<file path="src/rtl/fpadd_pkg.sv">
// rtl/fpadd_pkg.sv - FP32 field layout and adder latency shared by the adder wrapper and its stream front end
package fpadd_pkg;

  localparam int FP_WIDTH    = 32;
  localparam int FP_SIGN_BIT = 31;
  localparam int FP_EXP_MSB  = 30;
  localparam int FP_EXP_LSB  = 23;
  localparam int FP_MANT_MSB = 22;
  localparam int FP_MANT_LSB = 0;
  localparam int FP_EXP_BIAS = 127;

  localparam int FPADD_LATENCY = 2;

  typedef struct packed {
    logic       sign;
    logic [7:0] exponent;
    logic [22:0] mantissa;
  } fp32_t;

endpackage

</file>
<file path="src/rtl/sync_fifo_fwft.sv">
// rtl/sync_fifo_fwft.sv - first-word fall-through FIFO; head_data is valid whenever empty is low
module sync_fifo_fwft #(
  parameter int WIDTH = 32,
  parameter int DEPTH = 4,
  localparam int AW = $clog2(DEPTH)
) (
  input  logic             clk,
  input  logic             reset,
  input  logic             push,
  input  logic [WIDTH-1:0] push_data,
  input  logic             pop,
  output logic [WIDTH-1:0] head_data,
  output logic [AW:0]      count,
  output logic             empty
);

  logic [WIDTH-1:0] mem [DEPTH];
  logic [AW-1:0]    wr_ptr_q, wr_ptr_d;
  logic [AW-1:0]    rd_ptr_q, rd_ptr_d;
  logic [AW:0]      count_q, count_d;
  logic             do_pop;

  // Pointers are exactly log2(DEPTH) wide so they wrap without a compare.
  always_comb begin
    do_pop   = pop && (count_q != '0);
    wr_ptr_d = wr_ptr_q + AW'(push);
    rd_ptr_d = rd_ptr_q + AW'(do_pop);
    count_d  = count_q + (AW+1)'(push) - (AW+1)'(do_pop);
  end

  always_ff @(posedge clk or posedge reset) begin
    if (reset) begin
      wr_ptr_q <= '0;
      rd_ptr_q <= '0;
      count_q  <= '0;
    end else begin
      wr_ptr_q <= wr_ptr_d;
      rd_ptr_q <= rd_ptr_d;
      count_q  <= count_d;
    end
  end

  always_ff @(posedge clk) begin
    if (push) begin
      mem[wr_ptr_q] <= push_data;
    end
  end

  assign head_data = mem[rd_ptr_q];
  assign count     = count_q;
  assign empty     = (count_q == '0);

endmodule

</file>
<file path="src/rtl/fpadd_stream_ctrl.sv">
// rtl/fpadd_stream_ctrl.sv - valid/ready front end for the free-running pipelined FP32 adder
module fpadd_stream_ctrl
  import fpadd_pkg::*;
#(
  parameter int LATENCY = FPADD_LATENCY,
  parameter int DEPTH   = 4
) (
  input  logic                clk,
  input  logic                reset,
  input  logic                in_valid,
  output logic                in_ready,
  input  logic [FP_WIDTH-1:0] in_a,
  input  logic [FP_WIDTH-1:0] in_b,
  output logic [FP_WIDTH-1:0] add_a,
  output logic [FP_WIDTH-1:0] add_b,
  input  logic [FP_WIDTH-1:0] add_out,
  output logic                out_valid,
  input  logic                out_ready,
  output logic [FP_WIDTH-1:0] out_data,
  output logic                busy
);

  localparam int AW = $clog2(DEPTH);
  localparam int CW = AW + 2;

  logic [LATENCY-1:0] tag_q, tag_d;
  logic [AW:0]        fifo_count;
  logic               fifo_empty;
  logic [CW-1:0]      inflight;
  logic [CW-1:0]      credit_used;
  logic               in_xfer;
  logic               pop;

  always_comb begin
    inflight = '0;
    for (int i = 0; i < LATENCY; i++) begin
      inflight = inflight + CW'(tag_q[i]);
    end
    credit_used = CW'(fifo_count) + inflight;
  end

  // Every accepted pair reserves a FIFO slot up front; a same-cycle pop is
  // not credited so out_ready never reaches in_ready combinationally.
  assign in_ready = !reset && (credit_used < CW'(DEPTH));
  assign in_xfer  = in_valid && in_ready;

  always_comb begin
    tag_d    = '0;
    tag_d[0] = in_xfer;
    for (int i = 1; i < LATENCY; i++) begin
      tag_d[i] = tag_q[i-1];
    end
  end

  always_ff @(posedge clk or posedge reset) begin
    if (reset) begin
      tag_q <= '0;
    end else begin
      tag_q <= tag_d;
    end
  end

  assign add_a = in_a;
  assign add_b = in_b;

  sync_fifo_fwft #(
    .WIDTH(FP_WIDTH),
    .DEPTH(DEPTH)
  ) u_result_fifo (
    .clk      (clk),
    .reset    (reset),
    .push     (tag_q[LATENCY-1]),
    .push_data(add_out),
    .pop      (pop),
    .head_data(out_data),
    .count    (fifo_count),
    .empty    (fifo_empty)
  );

  assign out_valid = !fifo_empty;
  assign pop       = out_valid && out_ready;
  assign busy      = (inflight != '0) || (fifo_count != '0);

endmodule

</file>
<file path="config.mk">
export PLATFORM = sky130hd
export DESIGN_NAME = fpadd_stream_ctrl
export DESIGN_NICKNAME = d
export VERILOG_FILES = /design/src/rtl/fpadd_pkg.sv /design/src/rtl/sync_fifo_fwft.sv /design/src/rtl/fpadd_stream_ctrl.sv
export SDC_FILE = /design/constraint.sdc
export NUM_CORES = 1
export LEC_CHECK = 0
export BUFFER_PORTS_ARGS = -buffer_cell sky130_fd_sc_hd__clkbuf_2
export CAP_MARGIN = 20
export CORE_MARGIN = 5
export CORE_UTILIZATION = 51
export CTS_BUF_LIST = sky130_fd_sc_hd__clkbuf_2 sky130_fd_sc_hd__clkbuf_4 sky130_fd_sc_hd__clkbuf_8
export CTS_CLUSTER_SIZE = 16
export DETAILED_ROUTE_END_ITERATION = 8
export PLACE_DENSITY = 0.87
export SYNTH_ARGS = -nofsm -noshare
export SYNTH_HDL_FRONTEND = slang
export SYNTH_SLANG_ARGS = --single-unit
</file>
<file path="constraint.sdc">
create_clock -name clk -period 4.6 [get_ports clk]
set_clock_uncertainty 0.2 [all_clocks]
set_input_delay 0.46 -clock clk [delete_from_list [all_inputs] [get_ports clk]]
set_output_delay 0.46 -clock clk [all_outputs]
set_load 0.03 [all_outputs]
</file>
==> results.json <==
{
  "arrival_ns": 2.20,
  "cellInternalPower_mw": 2.514,
  "worst-slew-pin-transition_ns": 1.053,
  "die_w_um": 114.9,
  "root_buffer": "clkbuf_8",
  "cts.sinks": 137,
  "fillCellCount": 835,
  "swShare": 0.3219,
  "leakagePower_nw": 2.144,
  "grt_pass1_vias": 2673,
  "initial_core_util": 0.5202,
  "firstDrtPassIters": 4,
  "worstPathRequired_ns": 3.94,
  "yosys.area.top_type": "edfxtp_1",
  "stdcell_area_um2": 6050,
  "pwr-share-clk": 0.267,
  "yosysUniqueCellTypes": 24,
  "p_seq_frac": 0.447,
  "clk_pin_slew_worst_paths_ns": 0.07,
  "drive_above_1_share": 0.4560,
  "coreArea_um2": 10790,
  "cts_tree": "built",
  "finalMaxSlewViolations": 0,
  "netlist_area_um2": 5614,
  "nNetsFinal": 400,
  "wl_per_cell_um": 22.11,
  "htree_levels": 4,
  "maxCapViolCount": 0,
  "synth_top_area_share": 0.6846,
  "ir_drop_mv": 0.3136,
  "start_kind": "flip-flop",
  "drtIter0Drc": 81,
  "via_count": 2394,
  "dpl.hpwl_mm": 6.501,
  "routed_wl_mm": 9.884,
  "dp_cells": 414,
  "grt_use_total": 0.1629,
  "finalSetupViolCount": 0,
  "grt_max_degree": 34,
  "run_status": "finished, final reports clean",
  "fin_cells": 447,
  "crit_type": "reg2out",
  "fin_crit_sh": 0.6222,
  "die_y_um": 114.9,
  "min_period_ns": 2.862,
  "ys_warn_count": 0,
  "final_common_cell": "edfxtp_1",
  "netlist_instances": 273,
  "p_comb_frac": 0.286,
  "n_antenna_cell": 0,
  "ys_seq_area_frac": 0.7248,
  "io_pins": 199,
  "die-area_um2": 13210,
  "cts-buffers-inserted": 17,
  "drc": 0,
  "yosys_register_bits": 137,
  "setup_tns_ns": 0,
  "cp_max_fo": 19,
  "setup_ws_ns": 1.738,
  "insertion_delay_ns": 0.42,
  "rows": 38,
  "ant_nets": 0,
  "synth_area_leaders": "edfxtp_1 (68%), mux4_2 (11%), buf_4 (8.6%)",
  "power_density_nw_per_um2": 612.9,
  "areaGrowthSynthToFinish_pct": 7.756,
  "hold_path_class": "in2reg",
  "dp_worst_setup_slack_ns": 2.125,
  "grt_pass1_wl_mm": 15.32,
  "hold_slack_ns": 0.05077,
  "port-buffer-count": 70,
  "clockBufferDepth": 2,
  "cp-end-kind": "output pin",
  "syn_nets": 379,
  "power.total_mw": 3.708,
  "viasPerCell": 5.356,
  "final_core_util": 0.5605,
  "grt_overflow": 0,
  "power_switching_mw": 1.194,
  "post_cts_buffers": 0,
  "avgSynthCellArea_um2": 20.56,
  "antenna_found_initial": 0,
  "finalHoldViolCount": 0,
  "max_freq_mhz": 349.4,
  "place.gp.congestion": 0.6914,
  "slew-limit-headroom": 0.2964,
  "rsz0062_at_grt": "false",
  "layout_common_cells": "edfxtp_1 (128), clkbuf_2 (70), mux4_2 (28)",
  "place_area_um2": 5628
}
sequential cells by signal, indices dropped and copies added (netlist names):
register,cells
tag_q,2
u_result_fifo.wr_ptr_q,2
u_result_fifo.rd_ptr_q,2
u_result_fifo.mem,128
u_result_fifo.count,3
worst paths after layout:
kind                            cells past startpoint                        end                      start  slack, ns
worst max-delay path                                3               out_data[27]  u_result_fifo.rd_ptr_q[0]       1.74
worst min-delay path                                1    u_result_fifo.mem[3][0]                 add_out[0]       0.05
worst max register to register                      6     u_result_fifo.count[2]     u_result_fifo.count[0]       2.38
worst min register to register                      0                   tag_q[1]                   tag_q[0]       0.22
max in group asynchronous                           3  u_result_fifo.rd_ptr_q[0]                      reset       3.57
min in group asynchronous                           3     u_result_fifo.count[2]                      reset       0.34
final cells by class:
type                    instances  area (um2)  share of cell area
well taps                     140       175.2             0.02896
multi-input cells              59       977.2              0.1615
inverters                       5       18.77            0.003102
repair buffers                 74       395.4             0.06536
clock inverters                 4       70.07             0.01158
flip-flops and latches        137        4071              0.6730
clock buffers                  28       341.6             0.05646
worst max-delay path: stages, from the launching register on:
cell and delay, ns:
dfrtp_2 0.78, buf_12 0.26, mux4_2 0.53, clkbuf_2 0.20
cells by family (layout without fill, tap and decap cells):
| group | Yosys count | in the layout | synth area share |
|---|---|---|---|
| flops | 137 | 137 | 0.7248 |
| mux | 33 | 33 | 0.1328 |
| simple gates | 13 | 13 | 0.01204 |
| fa+ha+maj | 6 | 6 | 0.01471 |
| buf+inv | 77 | 111 | 0.1050 |
| xor+xnor | 5 | 5 | 0.007802 |
| compound gates | 2 | 2 | 0.002898 |
routing by layer:
layer	global-route usage	part of all wire
met1	0.1737	0.36
met2	0.2562	0.49
met3	0.06474	0.072
met4	0.1307	0.071
met5	0	0
synth_stat cells:
master and count:
edfxtp_1 128, buf_4 64, mux4_2 28, dfrtp_1 9, ha_1 5, inv_1 5, mux4_1 4, buf_12 3
buf_2 3, nand2_1 3, nor3_1 3, xnor2_1 3, and3_1 2, nor2_1 2, xor2_1 2, and3b_1 1
buf_6 1, clkbuf_1 1, fa_1 1, mux2i_1 1, nor2b_1 1, o311ai_0 1, o31ai_1 1, or2_2 1
power by group through the flow:
stage	registers (mW)	clock network (mW)	logic, mW
finish	1.66	0.990	1.06
global route	1.69	1.08	1.13
CTS	1.67	1.02	1.08
detailed placement	1.69	0	1.08
global placement	1.72	0	0.998
floorplan	1.56	0	1.06
repair_timing:
| item | CTS | global route |
|---|---|---|
| resized for setup | 0 | 0 |
| endpoints found under the hold margin | 9 | 0 |
| hold buffers | 1 | 0 |
No activity file was read; power rests on OpenSTA's default activity.
